[config.mk]
export PLATFORM = sky130hd
export DESIGN_NAME = dq_float_hist
export DESIGN_NICKNAME = d
export VERILOG_FILES = /design/src/rtl/dq_float_hist.sv
export SDC_FILE = /design/constraint.sdc
export NUM_CORES = 1
export LEC_CHECK = 0
export ABC_AREA = 0
export BUFFER_PORTS_ARGS = -buffer_cell sky130_fd_sc_hd__buf_2
export CAP_MARGIN = 10
export CORE_ASPECT_RATIO = 1.1
export CORE_MARGIN = 3
export CORE_UTILIZATION = 50
export DETAILED_ROUTE_END_ITERATION = 8
export PLACE_DENSITY = 0.68
export SLEW_MARGIN = 20
export SYNTH_ARGS = -nofsm -noshare
export SYNTH_HDL_FRONTEND = slang
export SYNTH_SLANG_ARGS = --single-unit
[constraint.sdc]
create_clock -name clk -period 3.9 [get_ports clk]
set_clock_uncertainty 0.2 [all_clocks]
set_input_delay 0.78 -clock clk [delete_from_list [all_inputs] [get_ports clk]]
set_output_delay 0.78 -clock clk [all_outputs]
set_load 0.1 [all_outputs]
[src/rtl/dq_float_hist.sv]
// Six-tap quantized-difference float history for the zero predictor.
// A scan serially presents taps 1..6 from a frozen snapshot; at most one push arriving during a scan is deferred.
module dq_float_hist #(
    parameter int          NTAPS   = 6,
    parameter logic [10:0] RST_FLT = 11'h020
) (
    input  logic        clk,
    input  logic        reset,
    input  logic [10:0] DQ0,
    input  logic        push,
    input  logic        scan,
    output logic        busy,
    output logic        tap_valid,
    output logic [2:0]  tap_idx,
    output logic [10:0] tap_dq,
    output logic        scan_done,
    output logic [10:0] DQ1,
    output logic        ovf
);

    typedef enum logic {IDLE, SCAN} state_t;

    state_t      state, state_nxt;
    logic [10:0] h     [NTAPS];
    logic [10:0] h_nxt [NTAPS];
    logic [10:0] pend, pend_nxt;
    logic        pend_vld, pend_vld_nxt;
    logic        ovf_nxt, busy_nxt, tv_nxt, done_nxt;
    logic [2:0]  idx_nxt;
    logic [10:0] tdq_nxt;

    assign DQ1 = h[0];

    always_comb begin
        state_nxt    = state;
        h_nxt        = h;
        pend_nxt     = pend;
        pend_vld_nxt = pend_vld;
        ovf_nxt      = ovf;
        busy_nxt     = 1'b0;
        tv_nxt       = 1'b0;
        done_nxt     = 1'b0;
        idx_nxt      = 3'd0;
        tdq_nxt      = 11'd0;
        case (state)
            IDLE: begin
                if (push) begin
                    h_nxt[0] = DQ0;
                    for (int k = 1; k < NTAPS; k++) h_nxt[k] = h[k-1];
                end
                // Tap 1 comes from the post-push history so a same-edge push is visible.
                if (scan) begin
                    state_nxt = SCAN;
                    busy_nxt  = 1'b1;
                    tv_nxt    = 1'b1;
                    idx_nxt   = 3'd1;
                    tdq_nxt   = h_nxt[0];
                end
            end
            SCAN: begin
                if (tap_idx == 3'(NTAPS)) begin
                    state_nxt    = IDLE;
                    pend_vld_nxt = 1'b0;
                    // Deferred value is older than a push on this edge, so it lands one slot deeper.
                    if (pend_vld && push) begin
                        h_nxt[0] = DQ0;
                        h_nxt[1] = pend;
                        for (int k = 2; k < NTAPS; k++) h_nxt[k] = h[k-2];
                    end else if (pend_vld || push) begin
                        h_nxt[0] = push ? DQ0 : pend;
                        for (int k = 1; k < NTAPS; k++) h_nxt[k] = h[k-1];
                    end
                end else begin
                    if (push) begin
                        pend_nxt     = DQ0;
                        pend_vld_nxt = 1'b1;
                        if (pend_vld) ovf_nxt = 1'b1;
                    end
                    busy_nxt = 1'b1;
                    tv_nxt   = 1'b1;
                    idx_nxt  = tap_idx + 3'd1;
                    tdq_nxt  = h[tap_idx];
                    done_nxt = (idx_nxt == 3'(NTAPS));
                end
            end
            default: state_nxt = IDLE;
        endcase
    end

    always_ff @(posedge clk or posedge reset) begin
        if (reset) begin
            state     <= IDLE;
            for (int k = 0; k < NTAPS; k++) h[k] <= RST_FLT;
            pend      <= 11'd0;
            pend_vld  <= 1'b0;
            ovf       <= 1'b0;
            busy      <= 1'b0;
            tap_valid <= 1'b0;
            scan_done <= 1'b0;
            tap_idx   <= 3'd0;
            tap_dq    <= 11'd0;
        end else begin
            state     <= state_nxt;
            h         <= h_nxt;
            pend      <= pend_nxt;
            pend_vld  <= pend_vld_nxt;
            ovf       <= ovf_nxt;
            busy      <= busy_nxt;
            tap_valid <= tv_nxt;
            scan_done <= done_nxt;
            tap_idx   <= idx_nxt;
            tap_dq    <= tdq_nxt;
        end
    end

endmodule

### Yosys cells after proc, flatten, opt, wreduce, memory -nomap -nowiden

Index checks and enable logic that the tools add are counted.
W data, S select, Z words.

| word-level totals | value |
|---|---|
| bits of input ports | 15 |
| flip-flop bits (word level) | 95 |
| ROM bits | 0 |
| memories | 0 |
| RAM bits | 0 |
| latch bits | 0 |

| cells by class | value |
|---|---|
| reduce and logical (&&, ||, !) cells | 8 |
| eq/ne operators | 5 |
| divide/modulo/power cells | 0 |
| shift operators | 0 |
| add/subtract/negate cells | 1 |
| $lt $le $gt $ge | 1 |
| multiply operators | 0 |
| bitwise logic cells | 3 |
| muxes and demuxes | 22 |

Operators with widths:

| operator | number |
|---|---|
| $mux W66 | 4 |
| $pmux W66 S2 | 1 |
| $mux W11 | 5 |
| $bmux W11 S3 | 1 |
| $pmux W11 S2 | 1 |
| $mux W1 | 7 |
| $eq A3 B3 Y1 const B | 2 |
| $pmux W3 S2 | 1 |
| $reduce_and A2 Y1 | 3 |
| $ge A4 B4 Y1 const B | 1 |
| $not A3 Y4 | 1 |
| $reduce_and A4 Y1 | 1 |
| $add A3 B1 Y3 const B | 1 |
| $mux W3 | 1 |
| $ne A3 B1 Y1 const B | 1 |
| $reduce_and A3 Y1 | 1 |
| $ne A2 B1 Y1 const B | 1 |
| $ne A2 B2 Y1 const B | 1 |
| $not A1 Y1 | 2 |
| $pmux W1 S2 | 1 |
| $reduce_bool A2 Y1 | 1 |
| $logic_and A1 B1 Y1 | 1 |
| $logic_or A1 B1 Y1 | 1 |

### Depth between registers and ports, before layout

| depth | value |
|---|---|
| word-level depth | 6 |
| mapped depth | 6 |
| gate-level depth less buffers | 3 |

### Worst setup path before layout

OpenSTA, ideal clock, no wires.

| path | value |
|---|---|
| path kind | register to register |
| start point | register tap_idx[1] |
| end point | register h[3] (netlist name) |
| required time | 3.573 ns |
| buffers on the path | 3 |
| clock period less this slack | 2.508 ns |
| cell stages (with the launch flop) | 7 |
| arrival time | 2.180 ns |
| setup slack | 1.392 ns |
| path through | dfrtp_1 > buf_2 > nand3b_4 > a21oi_2 > buf_6 > buf_8 > mux2_1 |

| on the way | value |
|---|---|
| word-level cells in the longest chain between the ends | 3 |

RTL lines:

| item | line | text |
|---|---|---|
| from (decl) | 14 | `output logic [2:0] tap_idx,` |
| from (signal assigned) | 111 | `tap_idx <= idx_nxt;` |
| $eq A3 B3 Y1 | 61 | `if (tap_idx == 3'(NTAPS)) begin` |
| $ne A2 B1 Y1 (no line) | n/a |  |
| $reduce_and A3 Y1 (no line) | n/a |  |
| to (signal assigned) | 104 | `h <= h_nxt;` |
| to (decl) | 24 | `logic [10:0] h [NTAPS];` |

Every way passes these cells.
A chain may end at the register's enable or synchronous reset.

==> run_results.csv <==
group,metric,value,unit
cells_and_area,syn_to_final_growth,6.36,%
logic_synthesis,syn-instance-count,526,
die,core_area,11700,um^2
critical_path,crit_fanout,46,
timing,drv_slew,0,
critical_path,critPathBufInv,1,
hold_path,min_from,"ovf",
routing,routed_wl,15000,um
logic_synthesis,synth_edf_count,0,
clocking,path_clk_slew,0.07,ns
cells_and_area,finalNetCount,542,
global_route,grt_pass1_wl,24900,um
timing,final_hold_viol_count,0,
timing,finalCritPeriodShare,71.7,%
logic_synthesis,seq_area_frac_synth,39.2,%
clocking,post_cts_buffers,0,
timing,rsz0062_at_grt,"no",
critical_path,crit_path_top_delay_cell,"dfrtp_2",
placed_design,hpwl,9130,um
logic_synthesis,synthDistinctLibCells,41,
routing,met1Wirelength,6700,um
die,dieArea,13500,um^2
logic_synthesis,synth_seq_cells,95,
routing,wl_met3,863,um
critical_path,end_kind,"output pin",
global_route,antenna_found_initial,0,
die,rows,41,
clocking,cts_buffer_depth,2,
critical_path,cpPeakStageDelay,0.89,ns
cells_and_area,utilization,55.3,%
logic_synthesis,yosys_warnings,0,
cells_and_area,diodes,0,
global_route,overflow,0,
placed_design,portBuffers,43,
routing,wl_per_cell,21.9,um
hold_path,min_to,"ovf",
routing,routed.top_layer,"met4",
critical_path,cp_top_family,"flip-flops",
timing,fin_crit,2.80,ns
critical_path,critPathLaunchType,"flop",
logic_synthesis,synth_area,6080,um^2
cells_and_area,drive_gt1_share,29.7,%
hold_path,holdPathStages,1,
clocking,numClockSinks,95,
critical_path,path_class,"flop to output pin",
timing,tns,0,ns
logic_synthesis,avgSynthCellArea,11.6,um^2
job,maxCapViolCount,0,
timing,timing.fmax,0.358,GHz
critical_path,regToRegEndpoint,"DQ1[10]",
clocking,clockRootBuffer,"clkbuf_16",
die,die_w,111,um
placed_design,place_congestion,0.793,
die,io_pins,44,
global_route,grt_usage,23.2,%
critical_path,reg2reg_depth,3,
logic_synthesis,synth-async-reset-ratio,100,%
logic_synthesis,synthesis.nets,541,
routing,firstDrtPassIters,5,
logic_synthesis,synth_ff_type,"dfrtp_1",
clocking,worstSkewPairLatency,0.34,ns
critical_path,r2r_slack,1.20,ns
critical_path,critPathLaunch,"state",
critical_path,r2r-start,"pend_vld",
clocking,cts_buffers,9,
timing,final-setup-viol-count,0,
clocking,ctsHoldBuffers,0,
routing,vias,4456,
clocking,cts.repair.resized,0,
clocking,tritoncts,"done",
routing,route.met2.wl,7020,um
die,initial_core_util,52.0,%
critical_path,required,2.92,ns
placed_design,post-place-ws,1.00,ns
critical_path,arrival,1.82,ns
timing,maxSlewHeadroom,33.0,%
die,die_y,122,um
timing,worst_pin_slew,1.00,ns
routing,drtIter0Drc,401,
global_route,grt_pass1_vias,4534,
critical_path,crit_chain,"buf_2",
critical_path,path_depth,1,
global_route,grt_max_degree,61,
routing,antenna_left,0,
timing,setup_slack,1.10,ns
run_status,status,"finished clean",
routing,drc,0,
clocking,htree_num_levels,3,
hold_path,hold_class,"flop to flop",
routing,via_per_inst,6.53,
-- cell usage after synthesis, types with 3 or more instances --
| master | count | area [um^2] |
|---|---|---|
| mux2i_1 | 11 | 110 |
| or3_1 | 9 | 56.3 |
| a211o_1 | 7 | 61.3 |
| mux2_2 | 16 | 180 |
| o21ai_1 | 3 | 15.0 |
| buf_6 | 7 | 78.8 |
| and3b_1 | 45 | 394 |
| nor2_1 | 3 | 11.3 |
| dfrtp_1 | 89 | 2230 |
| mux2_4 | 38 | 571 |
| buf_4 | 20 | 150 |
| clkbuf_1 | 22 | 82.6 |
| a2bb2oi_1 | 11 | 96.3 |
| nand2_1 | 16 | 60.1 |
| mux4_2 | 11 | 248 |
| and2_1 | 38 | 238 |
| o221a_2 | 10 | 113 |
| nor2b_1 | 13 | 81.3 |
| a21oi_1 | 15 | 75.1 |
| and3_1 | 11 | 68.8 |
| nand2b_1 | 13 | 81.3 |
| buf_8 | 3 | 45.0 |
| a22oi_1 | 11 | 82.6 |
| buf_2 | 16 | 80.1 |
| nand3b_1 | 3 | 22.5 |
| o21ai_0 | 11 | 55.1 |
| o221ai_1 | 11 | 96.3 |
| inv_1 | 3 | 11.3 |
| a221o_1 | 37 | 370 |
| dfstp_2 | 6 | 158 |
| and4_1 | 7 | 61.3 |
-- area by class of cell --
type / instances / area, um^2
fillers: 983 / 5230
multi-input cells: 360 / 3270
flip-flops and latches: 95 / 2390
repair buffers: 58 / 353
clock buffers: 14 / 254
well taps: 150 / 188
inverters: 3 / 13.8
clock inverters: 2 / 10.0
-- per-layer routing --
layer | up-vias | GRT usage (%)
li1 | 1999 | -
met1 | 2276 | 31.8
met2 | 158 | 37.1
met3 | 23 | 3.63
met4 | 0 | 9.58
met5 | - | 0
-- layout by cell type, fill, tap and decap left out, drive strengths merged, types with 4 or more instances in the layout --
cell type / count
nand3b: 4
o21ai: 14
a221o: 37
nor2b: 13
o221ai: 11
mux2i: 11
mux2: 55
clkbuf: 14
and3b: 45
a211o: 7
nand2: 16
nand2b: 13
o221a: 11
buf: 58
or3: 9
mux4: 11
a22oi: 11
a21oi: 16
and4: 7
and3: 11
and2: 38
dfstp: 6
a2bb2oi: 11
dfrtp: 89
-- registers in the layout, indices dropped and copies added (netlist names) --
| name | count |
|---|---|
| pend | 11 |
| DQ1 | 11 |
| tap_dq | 11 |
| h | 55 |
| tap_idx | 3 |
| ovf | 1 |
| state | 1 |
| scan_done | 1 |
| pend_vld | 1 |
-- logic make-up (layout without fill, tap and decap cells) --
kind of cell	count (synthesis)	in the layout	synth area share, %
buf+inv	71	77	7.36
mux	77	77	18.4
simple gates	162	162	18.3
flops	95	95	39.2
compound gates	121	121	16.7
-- worst max-delay path by stage --
| stage | to | slack, ns |
|---|---|---|
| floorplan | DQ1[0] | 0.45 |
| global placement | h[35] | 1.06 |
| detailed placement | h[34] | 1.00 |
| CTS | busy | 1.11 |
| global route | busy | 1.03 |
| finish | busy | 1.10 |
-- metrics by stage --
stage | hold slack, ns | instance area [um^2] | instances
global placement | 0.246 | 6210 | 666
floorplan | 0.258 | 6080 | 526
CTS | 0.273 | 6470 | 682
detailed placement | 0.256 | 6210 | 666
global route | 0.296 | 6470 | 682
finish | 0.272 | 6470 | 682
Power is not shown: default switching activity piles up to over one toggle a cycle in this logic, so the estimate is an artifact.
